**config.mk**
```make
export PLATFORM = sky130hd
export DESIGN_NAME = tmds_channel_decoder
export DESIGN_NICKNAME = d
export VERILOG_FILES = /design/src/rtl/tmds_channel_decoder.sv
export SDC_FILE = /design/constraint.sdc
export NUM_CORES = 1
export LEC_CHECK = 0
export CORE_UTILIZATION = 30
export DETAILED_ROUTE_END_ITERATION = 10
export PLACE_DENSITY = 0.45
export SLEW_MARGIN = 5
export SYNTH_ARGS = -nofsm -noshare
export SYNTH_HDL_FRONTEND = slang
export SYNTH_SLANG_ARGS = --single-unit
```
**constraint.sdc**
```tcl
create_clock -name clk_pixel -period 8.8 [get_ports clk_pixel]
set_clock_uncertainty 0.2 [all_clocks]
set_input_delay 1.76 -clock clk_pixel [delete_from_list [all_inputs] [get_ports clk_pixel]]
set_output_delay 1.76 -clock clk_pixel [all_outputs]
set_load 0.005 [all_outputs]
```
**src/rtl/tmds_channel_decoder.sv**
```systemverilog
// TMDS receive channel: word alignment from control-token runs, then data/control decode.
// Optional statistics ports (lock_loss_count, slip_pulse) are built when TMDS_DEC_STATS_EN is defined.
//
// state     | meaning
// ST_SEARCH | hunting for LOCK_COUNT consecutive tokens; slips offset after SEARCH_TIMEOUT idle cycles
// ST_LOCKED | alignment fixed; drops back to search after SEARCH_TIMEOUT cycles without a token
module tmds_channel_decoder #(
  parameter int LOCK_COUNT     = 8,
  parameter int SEARCH_TIMEOUT = 1023
) (
  input  logic        clk_pixel,
  input  logic        rst_n,
  input  logic [9:0]  tmds_in,
  output logic [7:0]  data,
  output logic [1:0]  ctrl,
  output logic        de,
  output logic        locked,
  output logic [3:0]  bit_offset
`ifdef TMDS_DEC_STATS_EN
  ,
  output logic [15:0] lock_loss_count,
  output logic        slip_pulse
`endif
);

  localparam int RUN_W  = $clog2(LOCK_COUNT + 1);
  localparam int IDLE_W = $clog2(SEARCH_TIMEOUT + 1);

  typedef enum logic {ST_SEARCH, ST_LOCKED} state_t;

  state_t            state, state_nxt;
  logic [RUN_W-1:0]  run_cnt, run_nxt;
  logic [IDLE_W-1:0] idle_cnt, idle_nxt;
  logic [3:0]        offset_nxt;
  logic [9:0]        r0, r1;
  logic [9:0]        word;
  logic              is_token;
  logic [1:0]        tok_val;
  logic [7:0]        q, dec;
  logic [7:0]        data_nxt;
  logic [1:0]        ctrl_nxt;
  logic              de_nxt;

  // r0 holds the older word, so {r1,r0} is the last 20 received bits in arrival order
  assign word   = 10'({r1, r0} >> bit_offset);
  assign locked = (state == ST_LOCKED);

  always_comb begin
    is_token = 1'b1;
    tok_val  = 2'b00;
    case (word)
      10'b1101010100: tok_val = 2'b00;
      10'b0010101011: tok_val = 2'b01;
      10'b0101010100: tok_val = 2'b10;
      10'b1010101011: tok_val = 2'b11;
      default:        is_token = 1'b0;
    endcase
  end

  always_comb begin
    q      = word[9] ? ~word[7:0] : word[7:0];
    dec    = 8'd0;
    dec[0] = q[0];
    for (int i = 1; i < 8; i++)
      dec[i] = word[8] ? (q[i] ^ q[i-1]) : ~(q[i] ^ q[i-1]);
  end

  always_ff @(posedge clk_pixel or negedge rst_n) begin
    if (!rst_n) begin
      state      <= ST_SEARCH;
      run_cnt    <= '0;
      idle_cnt   <= '0;
      bit_offset <= 4'd0;
      r0         <= 10'd0;
      r1         <= 10'd0;
    end else begin
      state      <= state_nxt;
      run_cnt    <= run_nxt;
      idle_cnt   <= idle_nxt;
      bit_offset <= offset_nxt;
      r1         <= tmds_in;
      r0         <= r1;
    end
  end

  // A token on the timeout cycle clears idle first, so it always beats a slip or unlock
  always_comb begin
    state_nxt  = state;
    run_nxt    = run_cnt;
    idle_nxt   = idle_cnt;
    offset_nxt = bit_offset;
    case (state)
      ST_SEARCH: begin
        if (is_token) begin
          idle_nxt = '0;
          if (run_cnt == RUN_W'(LOCK_COUNT - 1)) begin
            state_nxt = ST_LOCKED;
            run_nxt   = '0;
          end else begin
            run_nxt = run_cnt + RUN_W'(1);
          end
        end else begin
          run_nxt = '0;
          if (idle_cnt == IDLE_W'(SEARCH_TIMEOUT - 1)) begin
            idle_nxt   = '0;
            offset_nxt = (bit_offset == 4'd9) ? 4'd0 : bit_offset + 4'd1;
          end else begin
            idle_nxt = idle_cnt + IDLE_W'(1);
          end
        end
      end
      ST_LOCKED: begin
        run_nxt = '0;
        if (is_token) begin
          idle_nxt = '0;
        end else if (idle_cnt == IDLE_W'(SEARCH_TIMEOUT - 1)) begin
          state_nxt = ST_SEARCH;
          idle_nxt  = '0;
        end else begin
          idle_nxt = idle_cnt + IDLE_W'(1);
        end
      end
      default: state_nxt = ST_SEARCH;
    endcase
  end

  always_comb begin
    data_nxt = 8'd0;
    ctrl_nxt = 2'b00;
    de_nxt   = 1'b0;
    if (state_nxt == ST_LOCKED) begin
      if (is_token) begin
        ctrl_nxt = tok_val;
      end else begin
        ctrl_nxt = ctrl;
        de_nxt   = 1'b1;
        data_nxt = dec;
      end
    end
  end

  always_ff @(posedge clk_pixel or negedge rst_n) begin
    if (!rst_n) begin
      data <= 8'd0;
      ctrl <= 2'b00;
      de   <= 1'b0;
    end else begin
      data <= data_nxt;
      ctrl <= ctrl_nxt;
      de   <= de_nxt;
    end
  end

`ifdef TMDS_DEC_STATS_EN
  always_ff @(posedge clk_pixel or negedge rst_n) begin
    if (!rst_n) begin
      lock_loss_count <= 16'd0;
      slip_pulse      <= 1'b0;
    end else begin
      slip_pulse <= (state == ST_SEARCH) && (offset_nxt != bit_offset);
      if (state == ST_LOCKED && state_nxt == ST_SEARCH && lock_loss_count != 16'hFFFF)
        lock_loss_count <= lock_loss_count + 16'd1;
    end
  end
`endif

endmodule

```
After elaboration in Yosys (flattened, before gate mapping):

Cells that the tools add are included.

* flip-flop bits (word level): 50
* word-level logic and storage cells: 67

* add/subtract/negate cells: 3
* equality and inequality tests: 8
* shifts and indexed selects: 1
* multiplexer cells: 27
* bitwise logic cells: 17
* reduce and logical (&&, ||, !) cells: 2

Operators with widths (number)
* $eq 10x10->1 const B: 3
* $mux 8: 3
* $mux 10: 2
* $shr 20x4->10: 1
* $mux 1: 14
* $mux 4: 3
* $add 10x1->10 const B: 1
* $eq 10x8->1 const B: 1
* $eq 10x9->1 const B: 1
* $not 1->1: 9
* $add 4x1->4 const B: 2
* $not 8->8: 1
* $pmux 4 s2: 1
* $xor 1x1->1: 7
* $pmux 2 s3: 1
* $eq 4x3->1 const B: 1
* $eq 4x4->1 const B: 1
* $mux 2: 2
* $reduce_or 4->1: 1
* $reduce_and 3->1: 1
* $ne 2x1->1 const B: 1
* $pmux 1 s2: 1

Depth between registers and ports, before layout:

Gate-level depths: netlist of run 1.

* depth in word-level cells: 8
* depth in mapped cells: 14
* depth with buffers taken out: 11

Worst setup path before layout of run 1:

No wires, ideal clock.

* kind: reg2reg
* start: register bit_offset[0]
* end: register bit_offset[3]
* setup time: 121 ps
* data arrival time: 2735 ps
* required time: 8479 ps
* slack: 5744 ps
* cell stages (with the launch flop): 13
* path buffers: 4
* period minus slack after synthesis: 3056 ps
* cell sequence: dfrtp_1 buf_2 buf_4 buf_4 buf_2 mux2i_1 nor2_1 o31ai_1 ha_1 nand4_1 mux2_4 a41o_1 a22o_1

* cells in the longest elaborated chain, start to end: 6
* elaborated cells between the ends (all ways): 12
* classes of those cells: add/sub: 1; eq/ne: 5; shift: 1; mux: 2; bitwise: 1; reduce/logical: 2

RTL lines
* start, declared: RTL line 18 `output logic [3:0] bit_offset`
* start signal, assigned: RTL line 80 `bit_offset <= offset_nxt;`
* $shr 20x4->10: RTL line 45 `assign word = 10'({r1, r0} >> bit_offset);`
* $eq 10x10->1, or another cell as far along: RTL line 51 `case (word)`
* $reduce_or 4->1 (no line)
* $mux 1: RTL line 51
* $not 1->1 (no line)
* $reduce_and 3->1 (no line)

Several ways; a longest one is shown, not always the timed one.
A chain may end at the register's enable or synchronous reset.

Final worst setup path of run 1:

* start: register bit_offset[2]
* end: output bit_offset[2]

No word-level cell between the ends.

==> impl_metrics.csv, run 1 <==
group,metric,value,unit
setup_path,r2r_cells,11,
synthesis,synth_cells,256,
clock_tree,cts_max_path_buffers,2,
grt,first_global_vias,1885,
final_layout,fill_cells,955,
setup_path,worstPathMaxFanout,19,
min_path,hold_class,"reg2reg",
setup_path,critPathLaunchType,"flop",
synthesis,synth-edff-count,0,
sta,finalSetupViolCount,0,
synthesis,synth_top_area_frac,0.434,
clock_tree,cts_hold_buf,0,
floorplanning,die-area,10000,um^2
clock_tree,cts-root-buf,"clkbuf_8",
run,maxCapViolCount,0,
synthesis,ys_seq_area_frac,0.434,
final_layout,diodes,0,
placed_design,place_ws,5430,ps
final_layout,multi_input_area,1480,um^2
clock_tree,cts_setup_buffers,0,
power,peakVddDrop,0.0000718,V
min_path,holdPathEnd,"r0[4]",
grt,grt_antenna_before_repair,0,
clock_tree,worstSkewPairLatency,300,ps
power,fin_total_pwr,0.512,mW
sta,setup_tns,0,ps
final_layout,finalNonFillerCells,412,
setup_path,path_delay_family,"flip-flops",
grt,grt-ovfl-total,0,
clock_tree,cts_buffers,5,
synthesis,ys_seq_elements,50,
sta,drv_slew,0,
power,powerDensity,153,nW/um^2
synthesis,syn_nets,279,
sta,hold_ws,260,ps
synthesis,synth_ff_type,"dfrtp_1",
setup_path,critPathCaptureType,"output port",
route,wire_per_inst,14.0,um
power,p_leak,1.38,nW
synthesis,yosys-top-cells-area,"dfrtp_1, mux2i_1, mux4_2, ha_1, xnor2_1",
setup_path,crit_type,"reg2out",
sta,fmax,274,MHz
final_layout,drive_gt1_frac,0.138,
synthesis,syn-cell-area,2880,um^2
grt,track_usage,0.127,
floorplanning,die_w,100,um
route,vias_per_cell,4.70,
grt,grt_max_degree,51,
setup_path,r2r_slack,5410,ps
grt,grt_pass1_wl,9920,um
setup_path,worstPathCellList,"clkdlybuf4s50_1",
min_path,min_path_cells,0,
clock_tree,htreeDepth,2,
placed_design,dp_cells,404,
sta,setup_ws,5160,ps
synthesis,async_flop_share,1.00,
setup_path,cp_slowest_stage_delay,740,ps
final_layout,num-nets-final,305,
synthesis,syn_avg_cell_area,11.3,um^2
floorplanning,initial_core_util,0.311,
final_layout,area_growth_syn_to_layout,16.2,%
sta,timing.final.crit_share,0.414,
clock_tree,cts_resized,0,
clock_tree,clkTransAtPathRegs,90,ps
sta,hold_viol_final,0,
synthesis,ys_types,51,
placed_design,dp.final_hpwl,4120,um
placed_design,globalplace.congestion,0.755,
setup_path,worstPathRequired,6840,ps
route,dr.first_iter.drc_count,119,
floorplanning,io_pins,28,
final_layout,fin_util,0.361,
floorplanning,die_y,100,um
sta,fin_crit,3640,ps
route,num_vias,1936,
sta,max-slew-margin-rel,0.577,
sta,tightest_slew,635,ps
setup_path,r2r_start,"bit_offset[1]",
setup_path,critPathArrivalTime,1680,ps
setup_path,cp_num_buf_inv,1,
placed_design,numPortBuffers,27,
clock_tree,cts_tree,"built",
synthesis,yosys.area.top_type,"dfrtp_1",
sta,rsz0062_at_grt,"false",
route,drt_first_pass_iters,4,
floorplanning,num_rows,35,
clock_tree,cts.sinks,50,
floorplanning,core-area,9280,um^2
final_layout,register_area,1250,um^2
placed_design,place_area,3240,um^2
setup_path,crit_slowest_cell,"dfrtp_1",
final_layout,final_area,3350,um^2
route,drc,0,
route,ant_nets,0,
synthesis,yosys_warnings,0,
min_path,holdCritStartpoint,"r1[4]",
setup_path,timing.rr.end,"bit_offset[3]",
route,wl,5770,um
run_status,status,"finished, final reports clean",
sequential cells by signal, summed over array words and instances, names as in the netlist:
register and flops:
de 1, r1 10, r0 10, bit_offset 4
idle_cnt 10, run_cnt 4, data 8, ctrl 2
locked 1
synthesized netlist by cell type, types with 3 or more instances:
master    number
buf_4          3
nor2_1        29
xor2_1         8
nor3_1         5
and2_1         4
mux2_2         8
dfrtp_1       50
a21oi_1        3
nand2_1       12
o21ai_0        3
nand2b_1       3
buf_6          3
a31oi_1        3
nor2b_1        3
inv_1         14
xnor2_1       15
mux4_2         8
nand3_1        9
nand4_1        7
ha_1          11
mux2i_1       18
buf_2          3
report_power, final:
part	internal, mW	total (mW)	switching [mW]
sequential	0.250	0.273	0.0225
clock	0.0849	0.163	0.0779
combinational	0.0379	0.0762	0.0383
total	0.373	0.512	0.139
logic make-up (layout without fill, tap and decap cells):
family	count (synthesis)	in the layout	share of synthesized area
compound gates	24	24	0.0633
xor+xnor	23	23	0.0699
fa+ha+maj	11	11	0.0477
buf+inv	27	54	0.0538
flops	50	50	0.434
mux	38	38	0.185
simple gates	83	83	0.147
placed cells by master, fill, tap and decap left out, types with 2 or more instances in the layout:
master	n
dfrtp_1	50
nor2_1	29
clkdlybuf4s50_1	26
mux2i_1	18
xnor2_1	15
inv_1	14
nand2_1	12
ha_1	11
nand3_1	9
mux4_2	8
mux2_2	8
xor2_1	8
nand4_1	7
nor3_1	5
clkbuf_8	5
and2_1	4
buf_4	4
nor2b_1	3
o21ai_0	3
nand2b_1	3
a31oi_1	3
a21oi_1	3
a32oi_1	2
or2_2	2
mux4_1	2
mux2_4	2
nand2_4	2
how the worst max path moves through the flow:
stage / start / endpoint / slack, ps / cells past startpoint
global route: bit_offset[2] / bit_offset[2] / 5070 / 1
global placement: bit_offset[1] / bit_offset[3] / 5430 / 11
CTS: bit_offset[2] / bit_offset[2] / 5130 / 1
finish: bit_offset[2] / bit_offset[2] / 5160 / 1
detailed placement: bit_offset[1] / bit_offset[3] / 5430 / 11
floorplan: bit_offset[0] / bit_offset[3] / 5740 / 12
area by class of cell:
cell class                 instances  share of cell area
tap                              129              0.0482
sequential                        50               0.373
clock buffer                       6              0.0216
timing repair buffer              31              0.0881
multi-input combinational        179               0.441
inverter                          15              0.0168
clock inverter                     2              0.0112
routing by layer:
layer	part of all wire	track usage	routed length [um]	vias up
met5	0	0	0	-
met4	0.010	0.0334	59	0
met3	0.029	0.0230	169	6
met2	0.46	0.195	2630	36
met1	0.50	0.184	2910	946
li1	-	-	-	948
(Power assumes the default switching activity.)
==> run 2: changes to the inputs <==
==> constraint.sdc (replaced) <==
create_clock -name clk_pixel -period 3.44 [get_ports clk_pixel]
set_clock_uncertainty 0.2 [all_clocks]
set_input_delay 0.688 -clock clk_pixel [delete_from_list [all_inputs] [get_ports clk_pixel]]
set_output_delay 0.688 -clock clk_pixel [all_outputs]
set_load 0.005 [all_outputs]
==> impl_metrics.csv, run 2 (synthesis results as in run 1) <==
group,metric,value,unit
placed_design,globalplace.congestion,0.785,
clock_tree,cts_resized,0,
route,wire_per_inst,14.2,um
clock_tree,cts_tree,"built",
floorplanning,io_pins,28,
clock_tree,cts_setup_buffers,0,
clock_tree,cts_max_path_buffers,2,
setup_path,critPathArrivalTime,3200,ps
grt,grt_pass1_wl,9980,um
setup_path,critPathLaunchType,"flop",
grt,first_global_vias,1872,
setup_path,worstPathCellList,"buf_12 > mux4_1 > mux2i_1 > o21ai_0 > inv_1 > ha_1 > nand4_1 > mux2_4 > a41o_1 > a22o_1",
sta,drv_slew,0,
placed_design,dp.final_hpwl,4340,um
clock_tree,cts_buffers,5,
route,num_vias,1924,
setup_path,worstPathMaxFanout,32,
final_layout,diodes,0,
final_layout,reg.largest.list,"idle_cnt x10, r0 x10, r1 x10",
grt,track_usage,0.129,
floorplanning,core-area,9280,um^2
final_layout,final_common_cell,"dfrtp_1",
grt,grt_antenna_before_repair,0,
floorplanning,num_rows,35,
setup_path,cp_slowest_stage_delay,560,ps
sta,finalSetupViolCount,0,
sta,setup_tns,0,ps
final_layout,drive_gt1_frac,0.153,
sta,rsz0062_at_grt,"false",
route,vias_per_cell,4.61,
sta,fin_crit,3200,ps
power,fin_total_pwr,1.25,mW
clock_tree,cts.sinks,50,
placed_design,numPortBuffers,27,
sta,max-slew-margin-rel,0.586,
clock_tree,cts_hold_buf,0,
run_status,status,"finished, final reports clean",
floorplanning,die-area,10000,um^2
route,wl,5910,um
run,maxCapViolCount,0,
route,dr.first_iter.drc_count,67,
setup_path,crit_type,"reg2reg",
final_layout,mostFrequentLayoutCells,"dfrtp_1, nor2_1, clkdlybuf4s50_1, mux2i_1, xnor2_1",
power,peakVddDrop,0.000137,V
setup_path,worstPathRequired,3430,ps
floorplanning,initial_core_util,0.311,
grt,grt_max_degree,36,
setup_path,critPathCaptureType,"flop",
power,p_leak,1.41,nW
power,powerDensity,367,nW/um^2
clock_tree,cts-root-buf,"clkbuf_8",
clock_tree,clkTransAtPathRegs,90,ps
setup_path,r2r_start,"bit_offset[1]",
sta,timing.final.crit_share,0.932,
route,drt_first_pass_iters,4,
grt,grt-ovfl-total,0,
floorplanning,die_y,100,um
setup_path,critPathLaunch,"bit_offset[1]",
sta,fmax,312,MHz
route,drc,0,
floorplanning,die_w,100,um
min_path,hold_class,"in2async",
final_layout,num-nets-final,310,
sta,hold_viol_final,0,
clock_tree,htreeDepth,2,
clock_tree,worstSkewPairLatency,310,ps
setup_path,crit_slowest_cell,"mux4_1",
final_layout,area_growth_syn_to_layout,17.7,%
sta,tightest_slew,622,ps
route,ant_nets,0,
## run 2: cell count changes in the layout (fill, tap and decap cells not counted)
cell,delta
bufinv_16,-1
buf_4,+3
buf_12,+2
clkinv_2,+1
clkbuf_8,+1
clkinvlp_4,-1
## run 2: path summary, 6_finish.rpt
| kind | cells past startpoint | endpoint | slack, ps |
|---|---|---|---|
| setup / recovery | 10 | bit_offset[3] | 240 |
| hold / removal | 1 | data[3] | 190 |
| setup reg to reg | 10 | bit_offset[3] | 240 |
| hold reg to reg | 0 | r0[9] | 260 |
| max in group asynchronous | 2 | r1[8] | 2220 |
| min in group clk_pixel | 0 | r0[9] | 260 |
## run 2: metal layers
| metal | part of all wire | GRT usage | vias up |
|---|---|---|---|
| li1 | - | - | 962 |
| met1 | 0.52 | 0.187 | 923 |
| met2 | 0.44 | 0.197 | 33 |
| met3 | 0.027 | 0.0230 | 6 |
| met4 | 0.013 | 0.0401 | 0 |
| met5 | 0 | 0 | - |
## run 2: layout make-up
type / count / area, um^2
fill: 987 / 5890
sequential: 50 / 1250
multi-input combinational: 179 / 1480
tap: 129 / 161
clock buffer: 7 / 86.3
timing repair buffer: 36 / 358
inverter: 15 / 56.3
clock inverter: 1 / 5.00
## run 2: power by group
part | total [mW] | internal, mW | switching [mW]
combinational | 0.197 | 0.0991 | 0.0983
clock | 0.353 | 0.163 | 0.190
sequential | 0.697 | 0.640 | 0.0564
## run 2: metrics by stage
step           std cells   util  setup WS [ps]  cell area, um^2  hold WS [ps]
2_1_floorplan        256      -            384             2880           192
4_1_cts              417  0.366            211             3400           218
3_5_place_dp         409  0.356            226             3300           246
6_report             417  0.366            235             3400           192
5_1_grt              417  0.366           26.2             3400           245
3_3_place_gp         409  0.356            246             3300           241
## run 2: worst max-delay path: cells and delay by family, from the launching register on
family | cells | cell delay, ps
AO/OA/AOI/OAI | 3 | 720
adder cells (fa/ha/maj) | 1 | 140
buffers and inverters | 2 | 310
flip-flops | 1 | 380
multiplexers | 3 | 1210
AND/OR/NAND/NOR | 1 | 110
